==> src/rtl/jtframe_lfbuf_arb.sv <==
// Line-frame buffer arbiter: serialises whole-line read and write bursts onto a
// single-port memory with a registered read port, one burst at a time.
module jtframe_lfbuf_arb #(
    parameter  int VW = 8,
    parameter  int HW = 9,
    localparam int AW = HW + VW + 1
) (
    input  logic          clk,
    input  logic          rst_n,
    input  logic          frame,

    input  logic          rd_req,
    input  logic [VW-1:0] rd_line,
    output logic [HW-1:0] rd_addr,
    output logic [15:0]   rd_data,
    output logic          rd_we,
    output logic          rd_done,

    input  logic          wr_req,
    input  logic [VW-1:0] wr_line,
    output logic [HW-1:0] wr_addr,
    input  logic [15:0]   wr_din,
    output logic          wr_done,

    output logic [AW-1:0] mem_addr,
    output logic [15:0]   mem_din,
    output logic          mem_we,
    input  logic [15:0]   mem_dout,

    output logic          busy,
    output logic          ovr
);

    typedef enum logic [1:0] {
        ST_IDLE  = 2'd0,
        ST_READ  = 2'd1,
        ST_WRITE = 2'd2
    } state_t;

    localparam logic [HW-1:0] CNT_ONE = HW'(1);

    state_t          state_q, state_d;
    logic [HW-1:0]   cnt_q, cnt_d;
    logic [HW-1:0]   prev_q, prev_d;
    logic            drain_q, drain_d;
    logic            bank_q, bank_d;
    logic [VW-1:0]   line_q, line_d;
    logic            rd_we_q, rd_we_d;
    logic            rd_done_q, rd_done_d;
    logic            mem_we_q, mem_we_d;
    logic            wr_done_q, wr_done_d;
    logic            ovr_q, ovr_d;

    always_ff @(posedge clk or negedge rst_n) begin
        if (!rst_n) begin
            state_q   <= ST_IDLE;
            cnt_q     <= '0;
            prev_q    <= '0;
            drain_q   <= 1'b0;
            bank_q    <= 1'b0;
            line_q    <= '0;
            rd_we_q   <= 1'b0;
            rd_done_q <= 1'b0;
            mem_we_q  <= 1'b0;
            wr_done_q <= 1'b0;
            ovr_q     <= 1'b0;
        end else begin
            state_q   <= state_d;
            cnt_q     <= cnt_d;
            prev_q    <= prev_d;
            drain_q   <= drain_d;
            bank_q    <= bank_d;
            line_q    <= line_d;
            rd_we_q   <= rd_we_d;
            rd_done_q <= rd_done_d;
            mem_we_q  <= mem_we_d;
            wr_done_q <= wr_done_d;
            ovr_q     <= ovr_d;
        end
    end

    // Both bursts issue 2**HW addresses then spend one drain cycle on the
    // delayed half (returned read word or pending memory write).
    always_comb begin
        state_d   = state_q;
        cnt_d     = cnt_q;
        prev_d    = prev_q;
        drain_d   = drain_q;
        bank_d    = bank_q;
        line_d    = line_q;
        rd_we_d   = 1'b0;
        rd_done_d = 1'b0;
        mem_we_d  = 1'b0;
        wr_done_d = 1'b0;
        ovr_d     = 1'b0;

        case (state_q)
            ST_IDLE: begin
                cnt_d   = '0;
                drain_d = 1'b0;
                if (rd_req) begin
                    state_d = ST_READ;
                    bank_d  = ~frame;
                    line_d  = rd_line;
                    ovr_d   = wr_req;
                end else if (wr_req) begin
                    state_d = ST_WRITE;
                    bank_d  = frame;
                    line_d  = wr_line;
                end
            end
            ST_READ, ST_WRITE: begin
                if (drain_q) begin
                    state_d   = ST_IDLE;
                    drain_d   = 1'b0;
                    rd_done_d = (state_q == ST_READ);
                    wr_done_d = (state_q == ST_WRITE);
                end else begin
                    prev_d   = cnt_q;
                    rd_we_d  = (state_q == ST_READ);
                    mem_we_d = (state_q == ST_WRITE);
                    if (cnt_q == '1) begin
                        drain_d = 1'b1;
                    end else begin
                        cnt_d = cnt_q + CNT_ONE;
                    end
                end
            end
            default: begin
                state_d = ST_IDLE;
            end
        endcase
    end

    logic rd_issue;
    logic wr_issue;

    assign rd_issue = (state_q == ST_READ)  && !drain_q;
    assign wr_issue = (state_q == ST_WRITE) && !drain_q;

    always_comb begin
        mem_addr = '0;
        if (rd_issue) begin
            mem_addr = {bank_q, line_q, cnt_q};
        end else if (mem_we_q) begin
            mem_addr = {bank_q, line_q, prev_q};
        end
    end

    assign mem_we  = mem_we_q;
    assign mem_din = mem_we_q ? wr_din : '0;
    assign wr_addr = wr_issue ? cnt_q : '0;
    assign wr_done = wr_done_q;

    assign rd_we   = rd_we_q;
    assign rd_addr = rd_we_q ? prev_q : '0;
    assign rd_data = rd_we_q ? mem_dout : '0;
    assign rd_done = rd_done_q;

    assign busy = (state_q != ST_IDLE);
    assign ovr  = ovr_q;

endmodule

==> config.mk <==
export PLATFORM = sky130hd
export DESIGN_NAME = jtframe_lfbuf_arb
export DESIGN_NICKNAME = d
export VERILOG_FILES = /design/src/rtl/jtframe_lfbuf_arb.sv
export SDC_FILE = /design/constraint.sdc
export NUM_CORES = 1
export LEC_CHECK = 0
export BUFFER_PORTS_ARGS = -buffer_cell sky130_fd_sc_hd__buf_2
export CAP_MARGIN = 20
export CORE_AREA = 8 8 79 81
export CTS_CLUSTER_DIAMETER = 30
export DETAILED_ROUTE_END_ITERATION = 7
export DIE_AREA = 0 0 87 89
export GPL_TIMING_DRIVEN = 0
export PLACE_DENSITY = 0.89
export SYNTH_ARGS = -nofsm -noshare
export SYNTH_HDL_FRONTEND = slang
export SYNTH_SLANG_ARGS = --single-unit
==> constraint.sdc <==
create_clock -name clk -period 2.3 [get_ports clk]
set_clock_uncertainty 0.1 [all_clocks]
set_input_delay 0.115 -clock clk [delete_from_list [all_inputs] [get_ports clk]]
set_output_delay 0.115 -clock clk [all_outputs]
set_load 0.03 [all_outputs]
* Word-level counts from Yosys, hierarchy flattened *
Index checks and enable logic that the tools add are counted.
Widths: inputs -> output; s select.

storage, ports and cells
  memories = 0
  memory bits (read-only) = 0
  latch bits = 0
  input bits = 53
  memory bits (writable) = 0
  logic and storage cells = 63
  output and inout bits = 74
  flip-flop bits (word level) = 35

operators by class
  muxes and demuxes = 30
  bitwise operators = 2
  shift operators = 0
  reductions and logical operators = 12
  $add $sub $neg = 1
  magnitude comparators = 0
  equality and inequality tests = 7
  multipliers = 0
  divide/modulo/power cells = 0

operator list
  cell                 count
  $mux 18              2
  $mux 9               4
  $mux 16              2
  $pmux 9 s2           1
  $mux 8               2
  $mux 1               14
  $add 9x1->9 const B  1
  $eq 9x9->1 const B   1
  $mux 2               3
  $ne 2x2->1 const B   3
  $reduce_and 2->1     3
  $reduce_bool 2->1    3
  $pmux 2 s2           1
  $ne 3x3->1 const B   1
  $reduce_and 3->1     1
  $eq 2x1->1 const B   1
  $eq 2x2->1 const B   1
  $logic_and 1x1->1    2
  $logic_not 2->1      1
  $not 1->1            2
  $pmux 1 s2           1
  $reduce_or 2->1      1
  $logic_not 1->1      1

* Logic depth before layout (Yosys ltp) *
Gate-level depths: netlist of run 1.

  depth after elaboration = 4
  gate-level depth with buffers = 7
  depth with buffers taken out = 7

* Least setup slack after synthesis of run 1 *
No wires, ideal clock.

  kind = reg2reg
  start point = register cnt_q[0]
  end point = register cnt_q[5]
  arrival = 1.820 ns
  stages on the path, launching flop included = 8
  setup time = 0.078 ns
  required time = 2.122 ns
  clock period less this slack = 1.997 ns
  path buffers = 0
  setup slack = 0.303 ns
  cell sequence = dfrtp_1 -> ha_1 -> nand3_1 -> nor2_1 -> ha_1 -> nand3b_1 -> or4_1 -> a21oi_1

on the way
  word-level cells in the longest chain between the ends = 4
  elaborated cells on any way between the ends = 7
  those cells by class = 1 x add/sub; 2 x eq/ne; 3 x mux; 1 x reduce/logical

RTL lines
  element                 RTL line  text
  from (decl)             43        logic [HW-1:0] cnt_q, cnt_d;
  from (signal assigned)  69        cnt_q <= cnt_d;
  $add 9x1->9             125       cnt_d = cnt_q + CNT_ONE;
  $mux 9                  122       if (cnt_q == '1) begin
  $mux 9                  113       if (drain_q) begin
  $pmux 9 s2              97        case (state_q)

Several ways; a longest one is shown, not always the timed one. The select of a mux whose other input is x is not followed.
A chain may end at the register's enable or synchronous reset.

* Worst setup path after layout of run 1 *
  start point = register cnt_q[1]
  end point = register cnt_q[5]

Same word-level chain as after synthesis.

==> impl_results.md, run 1 <==
- IO buf count: 126
- Critical Path AT: 2320 ps
- DR pass1 iterations: 4
- Number of H-tree levels: 2
- Die area: 7740 um^2
- CTS Buf Count: 5
- Largest net degree at the start of global routing: 36
- Core area: 4980 um^2
- Wire per inst: 14.3 um
- Largest cells by area after synthesis: dfrtp_1 (41%), and2_1 (15%), nand2_1 (10%)
- Max cap viols: 0
- Startpoint Class: flop
- Initial antenna violation count: 0
- XOR/XNOR Fraction of Synth Area: 0.412%
- Layout Cells excl Fill: 458
- Total track usage: 17.2%
- Fraction of registers with async set/reset: 100%
- CTS max path bufs: 2
- Post-Syn Instances: 253
- Synth unique cells: 38
- Syn Std Cell Area: 2120 um^2
- TritonCTS clock tree: done
- Leakage Power: 1.66 nW
- Mapped Nets: 312
- Synth Area in Simple Gates: 35.3%
- Placed Area: 2840 um^2
- DIE WIDTH: 87 um
- Synth top area share: 41.2%
- Mux contribution to synthesized area: 4.30%
- GPL Wtd Cong: 0.827
- Placed Cells: 449
- CTS clk-pin slew, worst paths: 70 ps
- Final hold vios: 0
- Worst path slowest cell: or4_1
- Part of the cycle the worst path needs: 96.2%
- Final slew viol count: 0
- Setup TNS: 0 ps
- Synth Area per Inst: 8.40 um^2
- Core Util, Final: 59.6%
- CP Capture Type: flop
- Routed wire length: 6.54 mm
- Hold crit path type: input pin to flop
- Worst path required time: 2410 ps
- Synth Area in Compound Gates: 11.5%
- Outcome: completed
- Register area share after synthesis: 41.2%
- Top post-synthesis cells by count: nand2_1 (57), and2_1 (51), dfrtp_1 (35)
- Cell taking the most area after synthesis: dfrtp_1
- P&R area growth vs syn: 39.7%
- Clock sink count: 35
- GR Overflow Total: 0
- Remaining DRCs: 0
- Fraction of layout cells with a size suffix above 1: 38.1%
- Row cnt: 26
- Fin Hold WS: 14.3 ps
- Vias in the first global route: 2,345
- Synth Register Bits: 35
- Setup-failing EPs final: 0
- Vias post-DR: 2,229
- Pre-CTS WS: 115 ps
- Diodes inserted: 0
- Crit path largest cell delay: 510 ps
- Initial Util: 42.7%
- IO Pins: 127
- Synth warn: 0
- Worst slew pin tran: 794 ps
- Pwr Total: 3.17 mW
- First-pass GRT wire length: 10.7 mm
- Largest family of logic cells by synthesized area: simple AND/OR/NAND/NOR gates
- Adder-cell share of the synthesized area: 3.53%
- Final Instance Area: 2970 um^2
- Pwr dens: 1070 nW/um^2
- Worst vdd ir: 586 uV
- Clk root buf: clkbuf_8
- Post-synth EDFFs: 0
- Count leader, synth: nand2_1
- Ys flop type: dfrtp_1
- Max-slew headroom: 47.0%
- Period minus WS final: 2210 ps
- Routed vias/inst: 4.87
- Worst-path cell chain: ha_1 -> nand3_1 -> nor2_1 -> ha_2 -> nand3b_1 -> or4_1 -> a21oi_1
- Crit path max fanout: 7
- Crit Path Class: flop to flop
- Routed Antenna Nets: 0
- Setup Fix Bufs, Post-CTS: 0
- Final worst slack: 87.1 ps
- DP HPWL: 5.24 mm
- DR iter-0 viols: 103
- Die Ht: 89 um
- Worst skew pair latency: 280 ps
- Fmax: 0.452 GHz
- R2R Setup Slk: 90 ps
- Nets: 447
[where the power goes]
group / internal [mW] / switching [mW] / total, mW
Clock: 0.235 / 0.205 / 0.440
Sequential: 0.778 / 0.124 / 0.902
Combinational: 0.571 / 1.26 / 1.83
[critical path: cells and delay by family, from the launching register on]
kind / cells / cell delay (ps)
flip-flops: 1 / 450
AND/OR/NAND/NOR: 4 / 970
adder cells (fa/ha/maj): 2 / 470
AO/OA/AOI/OAI: 1 / 150
[logic make-up (layout without fill, tap and decap cells)]
kind of cell               Yosys count  after routing
DFF                                 35             35
xor gates and xnor gates             1              1
adders and majority gates            6              6
AOI/OAI and AO/OA                   42             42
and+or+nand+nor                    142            142
muxes                                9              9
buffers and inverters               18            153
[timing repair]
| action | CTS | global route |
|---|---|---|
| hold endpoints to repair | 36 | 0 |
| pin swaps | 0 | 0 |
| gates resized for setup | 1 | 9 |
| setup endpoints to repair | 9 | 20 |
| hold buffers | 2 | 0 |
[cells in the final DEF (no fill, tap or decap), drive strengths merged, types with 2 or more instances in the layout]
master and n:
nand3b 3, nor2b 11, buf 130, o21ai 25, or4 2, dfrtp 35
inv 4, a21oi 5, dlygate4sd3 2, nand2 57, or3 2, clkbuf 16
mux2i 8, ha 6, nand2b 2, o31ai 3, and3 2, nor2 6
and2 52
[metal layers]
layer | routed length [um] | GRT usage, % | up-vias
li1 | - | - | 1102
met1 | 2490 | 17.7 | 992
met2 | 2970 | 30.0 | 126
met3 | 991 | 8.46 | 9
met4 | 90 | 5.32 | 0
met5 | 0 | 0 | -
[cell type report]
cell class	count	area, um^2
Fill cell	462	2010
Multi-Input combinational cell	200	1180
Sequential cell	35	877
Timing Repair Buffer	128	653
Tap cell	70	87.6
Clock buffer	6	82.6
Buffer	14	70.1
Inverter	4	15.0
Clock inverter	1	5.00
[registers in the layout, summed over array words and instances (netlist names)]
name / cells
state_q: 2
rd_we: 1
mem_we: 1
line_q: 8
drain_q: 1
cnt_q: 9
ovr: 1
prev_q: 9
wr_done: 1
rd_done: 1
bank_q: 1
[path summary, 6_finish.rpt]
path                           from    endpoint  depth (start not counted)
min in group asynchronous     rst_n         ovr                          2
max in group asynchronous     rst_n    cnt_q[0]                          2
setup / recovery           cnt_q[1]    cnt_q[5]                          7
setup reg to reg           cnt_q[1]    cnt_q[5]                          7
hold reg to reg              bank_q      bank_q                          2
hold / removal               wr_req  state_q[1]                          3
No activity file was read; power rests on OpenSTA's default activity.
==> run 2, diff against run 1 <==
--- a/config.mk
+++ b/config.mk
@@ -6,4 +6,5 @@
 export NUM_CORES = 1
 export LEC_CHECK = 0
+export ABC_AREA = 1
 export BUFFER_PORTS_ARGS = -buffer_cell sky130_fd_sc_hd__buf_2
 export CAP_MARGIN = 20
@@ -13,5 +14,5 @@
 export DIE_AREA = 0 0 87 89
 export GPL_TIMING_DRIVEN = 0
-export PLACE_DENSITY = 0.89
+export PLACE_DENSITY = 0.9
 export SYNTH_ARGS = -nofsm -noshare
 export SYNTH_HDL_FRONTEND = slang
==> constraint.sdc (replaced) <==
create_clock -name clk -period 2.3 [get_ports clk]
set_clock_uncertainty 0.1 [all_clocks]
set_input_delay 0.345 -clock clk [delete_from_list [all_inputs] [get_ports clk]]
set_output_delay 0.345 -clock clk [all_outputs]
set_load 0.03 [all_outputs]
==> run 2 against run 1 <==
Synthesized area up 1.1%. Final area rose by 1.1%. Clock power rose by 32%. Total power increased by 4.1%. Largest cell class unchanged.
==> impl_results.md, run 2 <==
- Clock sink count: 35 (unchanged)
- GPL Wtd Cong: 0.823 (was 0.827)
- Wire per inst: 13.3 um (was 14.3 um)
- Initial Util: 43.1% (was 42.7%)
- DR pass1 iterations: 4 (unchanged)
- Leakage Power: 2.01 nW (was 1.66 nW)
- Top flop regs: cnt_q (9), prev_q (9), line_q (8) (unchanged)
- Die area: 7740 um^2 (unchanged)
- Setup TNS: 0 ps (unchanged)
- Vias in the first global route: 2,373 (was 2,345)
- Routed vias/inst: 4.69 (was 4.87)
- CP Capture Type: primary output (was flop)
- Crit Path Class: flop to primary output (was flop to flop)
- Total track usage: 17.5% (was 17.2%)
- Diodes inserted: 0 (unchanged)
- Worst path slowest cell: dfrtp_1 (was or4_1)
- Synth unique cells: 24 (was 38)
- Number of H-tree levels: 2 (unchanged)
- Multi-input gate area: 932 um^2 (was 1180 um^2)
- Pwr dens: 1100 nW/um^2 (was 1070 nW/um^2)
- Max-slew headroom: 49.4% (was 47.0%)
- Worst slew pin tran: 758 ps (was 794 ps)
- CTS Buf Count: 5 (unchanged)
- Synth top area share: 40.8% (was 41.2%)
- Count leader, synth: nand2_1 (unchanged)
- R2R Setup Slk: 340 ps (was 90 ps)
- Placed Area: 2870 um^2 (was 2840 um^2)
- Largest net degree at the start of global routing: 36 (unchanged)
- Most common library cell in the layout ignoring fill and taps: buf_2 (unchanged)
- Fin Hold WS: 17.3 ps (was 14.3 ps)
- Post-Syn Instances: 317 (was 253)
- Setup-failing EPs final: 0 (unchanged)
- Register area share after synthesis: 40.8% (was 41.2%)
- Crit path largest cell delay: 400 ps (was 510 ps)
- Cell taking the most area after synthesis: dfrtp_1 (unchanged)
- Remaining DRCs: 0 (unchanged)
- Final hold vios: 0 (unchanged)
- Syn Std Cell Area: 2150 um^2 (was 2120 um^2)
- Startpoint Class: flop (unchanged)
- Crit path buffers/inverters: 3 (was 0)
- P&R area growth vs syn: 39.7% (about the same)
- Hold-fix buffers at CTS: 0 (was 2)
- GR Overflow Total: 0 (unchanged)
- TritonCTS clock tree: done (unchanged)
- Synth Area per Inst: 6.77 um^2 (was 8.40 um^2)
- DIE WIDTH: 87 um (unchanged)
- Ys flop type: dfrtp_1 (unchanged)
- CTS clk-pin slew, worst paths: 70 ps (about the same)
- Fraction of layout cells with a size suffix above 1: 34.4% (was 38.1%)
- Synth Register Bits: 35 (unchanged)
- Fraction of registers with async set/reset: 100% (unchanged)
- Post-synth EDFFs: 0 (unchanged)
- Final Instance Area: 3000 um^2 (was 2970 um^2)
- Mapped Nets: 376 (was 312)
- Routed wire length: 6.95 mm (was 6.54 mm)
- First-pass GRT wire length: 10.8 mm (was 10.7 mm)
- Fmax: 0.455 GHz (was 0.452 GHz)
- Hold crit path type: input pin to async pin (was input pin to flop)
- Worst path required time: 1860 ps (was 2410 ps)
- Routed Antenna Nets: 0 (unchanged)
- Synth warn: 0 (unchanged)
- Outcome: completed (unchanged)
- IO Pins: 127 (unchanged)
- DP HPWL: 5.60 mm (was 5.24 mm)
- # fillers: 456 (was 462)
- Max cap viols: 0 (unchanged)
- Largest cells by area after synthesis: dfrtp_1 (41%), nand2_1 (14%), inv_1 (12%) (was dfrtp_1 (41%), and2_1 (15%), nand2_1 (10%))
- Storage cell area: 876 um^2 (was 877 um^2)
- Crit path max fanout: 10 (was 7)
- Row cnt: 26 (unchanged)
- CTS max path bufs: 2 (unchanged)
- Critical Path AT: 1750 ps (was 2320 ps)
- Worst vdd ir: 784 uV (was 586 uV)
- Nets: 509 (was 447)
- Core area: 4980 um^2 (unchanged)
- Commonest cells after routing, fill and taps aside: buf_2 (129), nand2_1 (80), inv_1 (70) (was buf_2 (127), nand2_1 (57), and2_1 (51))
- Part of the cycle the worst path needs: 95.5% (was 96.2%)
- Clk root buf: clkbuf_8 (unchanged)
- Vias post-DR: 2,444 (was 2,229)
- IO buf count: 126 (unchanged)
- Die Ht: 89 um (unchanged)
- Delay-heaviest family, CP: buffers and inverters (was simple AND/OR/NAND/NOR gates)
- Period minus WS final: 2200 ps (was 2210 ps)
- Core Util, Final: 60.3% (was 59.6%)
- Top post-synthesis cells by count: nand2_1 (80), inv_1 (70), nor2_1 (37) (was nand2_1 (57), and2_1 (51), dfrtp_1 (35))
- Initial antenna violation count: 0 (unchanged)
- Pwr Total: 3.30 mW (was 3.17 mW)
- Final slew viol count: 0 (unchanged)
- Worst-path cell chain: inv_1 -> ha_1 -> nand2_4 -> clkbuf_4 -> o21ai_0 -> buf_4 (was ha_1 -> nand3_1 -> nor2_1 -> ha_2 -> nand3b_1 -> or4_1 -> a21oi_1)
- Worst skew pair latency: 290 ps (was 280 ps)
- DR iter-0 viols: 172 (was 103)
[run 2: area by class of cell]
cell class | instances | share of cell area, %
multi-input cells | 195 | 31.1
flip-flops and latches | 35 | 29.2
clock buffers | 6 | 2.75
clock inverters | 2 | 1.17
plain buffers | 12 | 2.17
repair buffers | 126 | 21.4
inverters | 75 | 9.38
well taps | 70 | 2.92
[run 2: logic make-up after synthesis]
group / after synthesis / share of synthesized area, %
AOI/OAI and AO/OA: 39 / 10.4
xor gates and xnor gates: 1 / 0.408
adders and majority gates: 6 / 3.50
buffers and inverters: 87 / 16.0
DFF: 35 / 40.8
and+or+nand+nor: 149 / 28.9
[run 2: final timing paths]
path	start	endpoint	cells past startpoint
min in group clk	wr_line[3]	line_q[3]	3
worst min register to register	drain_q	rd_done	2
max in group asynchronous	rst_n	wr_done	1
worst max register to register	cnt_q[0]	cnt_q[7]	9
worst min-delay path	rst_n	cnt_q[6]	1
worst max-delay path	state_q[1]	mem_addr[8]	6
[run 2: layer usage]
layer | GRT usage (%) | vias to the layer above | wire length (um)
li1 | - | 1215 | -
met1 | 18.5 | 1089 | 2700
met2 | 30.5 | 126 | 3290
met3 | 6.25 | 14 | 771
met4 | 8.29 | 0 | 178
met5 | 0 | - | 0
[run 2: power breakdown]
part	switching, mW	internal [mW]
logic	1.35	0.521
registers	0.0879	0.765
clock network	0.230	0.351
[run 2: timing repair]
| item | 4_1_cts | 5_1_grt |
|---|---|---|
| endpoints found under the setup margin | 0 | 9 |
| setup buffers | 0 | 0 |
| resized for setup | 0 | 8 |
[run 2: worst register-to-register path, cell delays in order (launching register included)]
cell and delay (ps):
dfrtp_1 370, ha_1 200, nand3_1 160, nor4_1 270
ha_1 210, inv_1 60, nand3_2 160, nand2_4 120
a21oi_1 160, nor2_1 60
[run 2: metrics by stage]
stage,setup WS (ps),instances
3_5_place_dp,337,513
2_1_floorplan,257,317
6_report,103,521
5_1_grt,-16.9,521
4_1_cts,39.2,521
3_3_place_gp,369,513
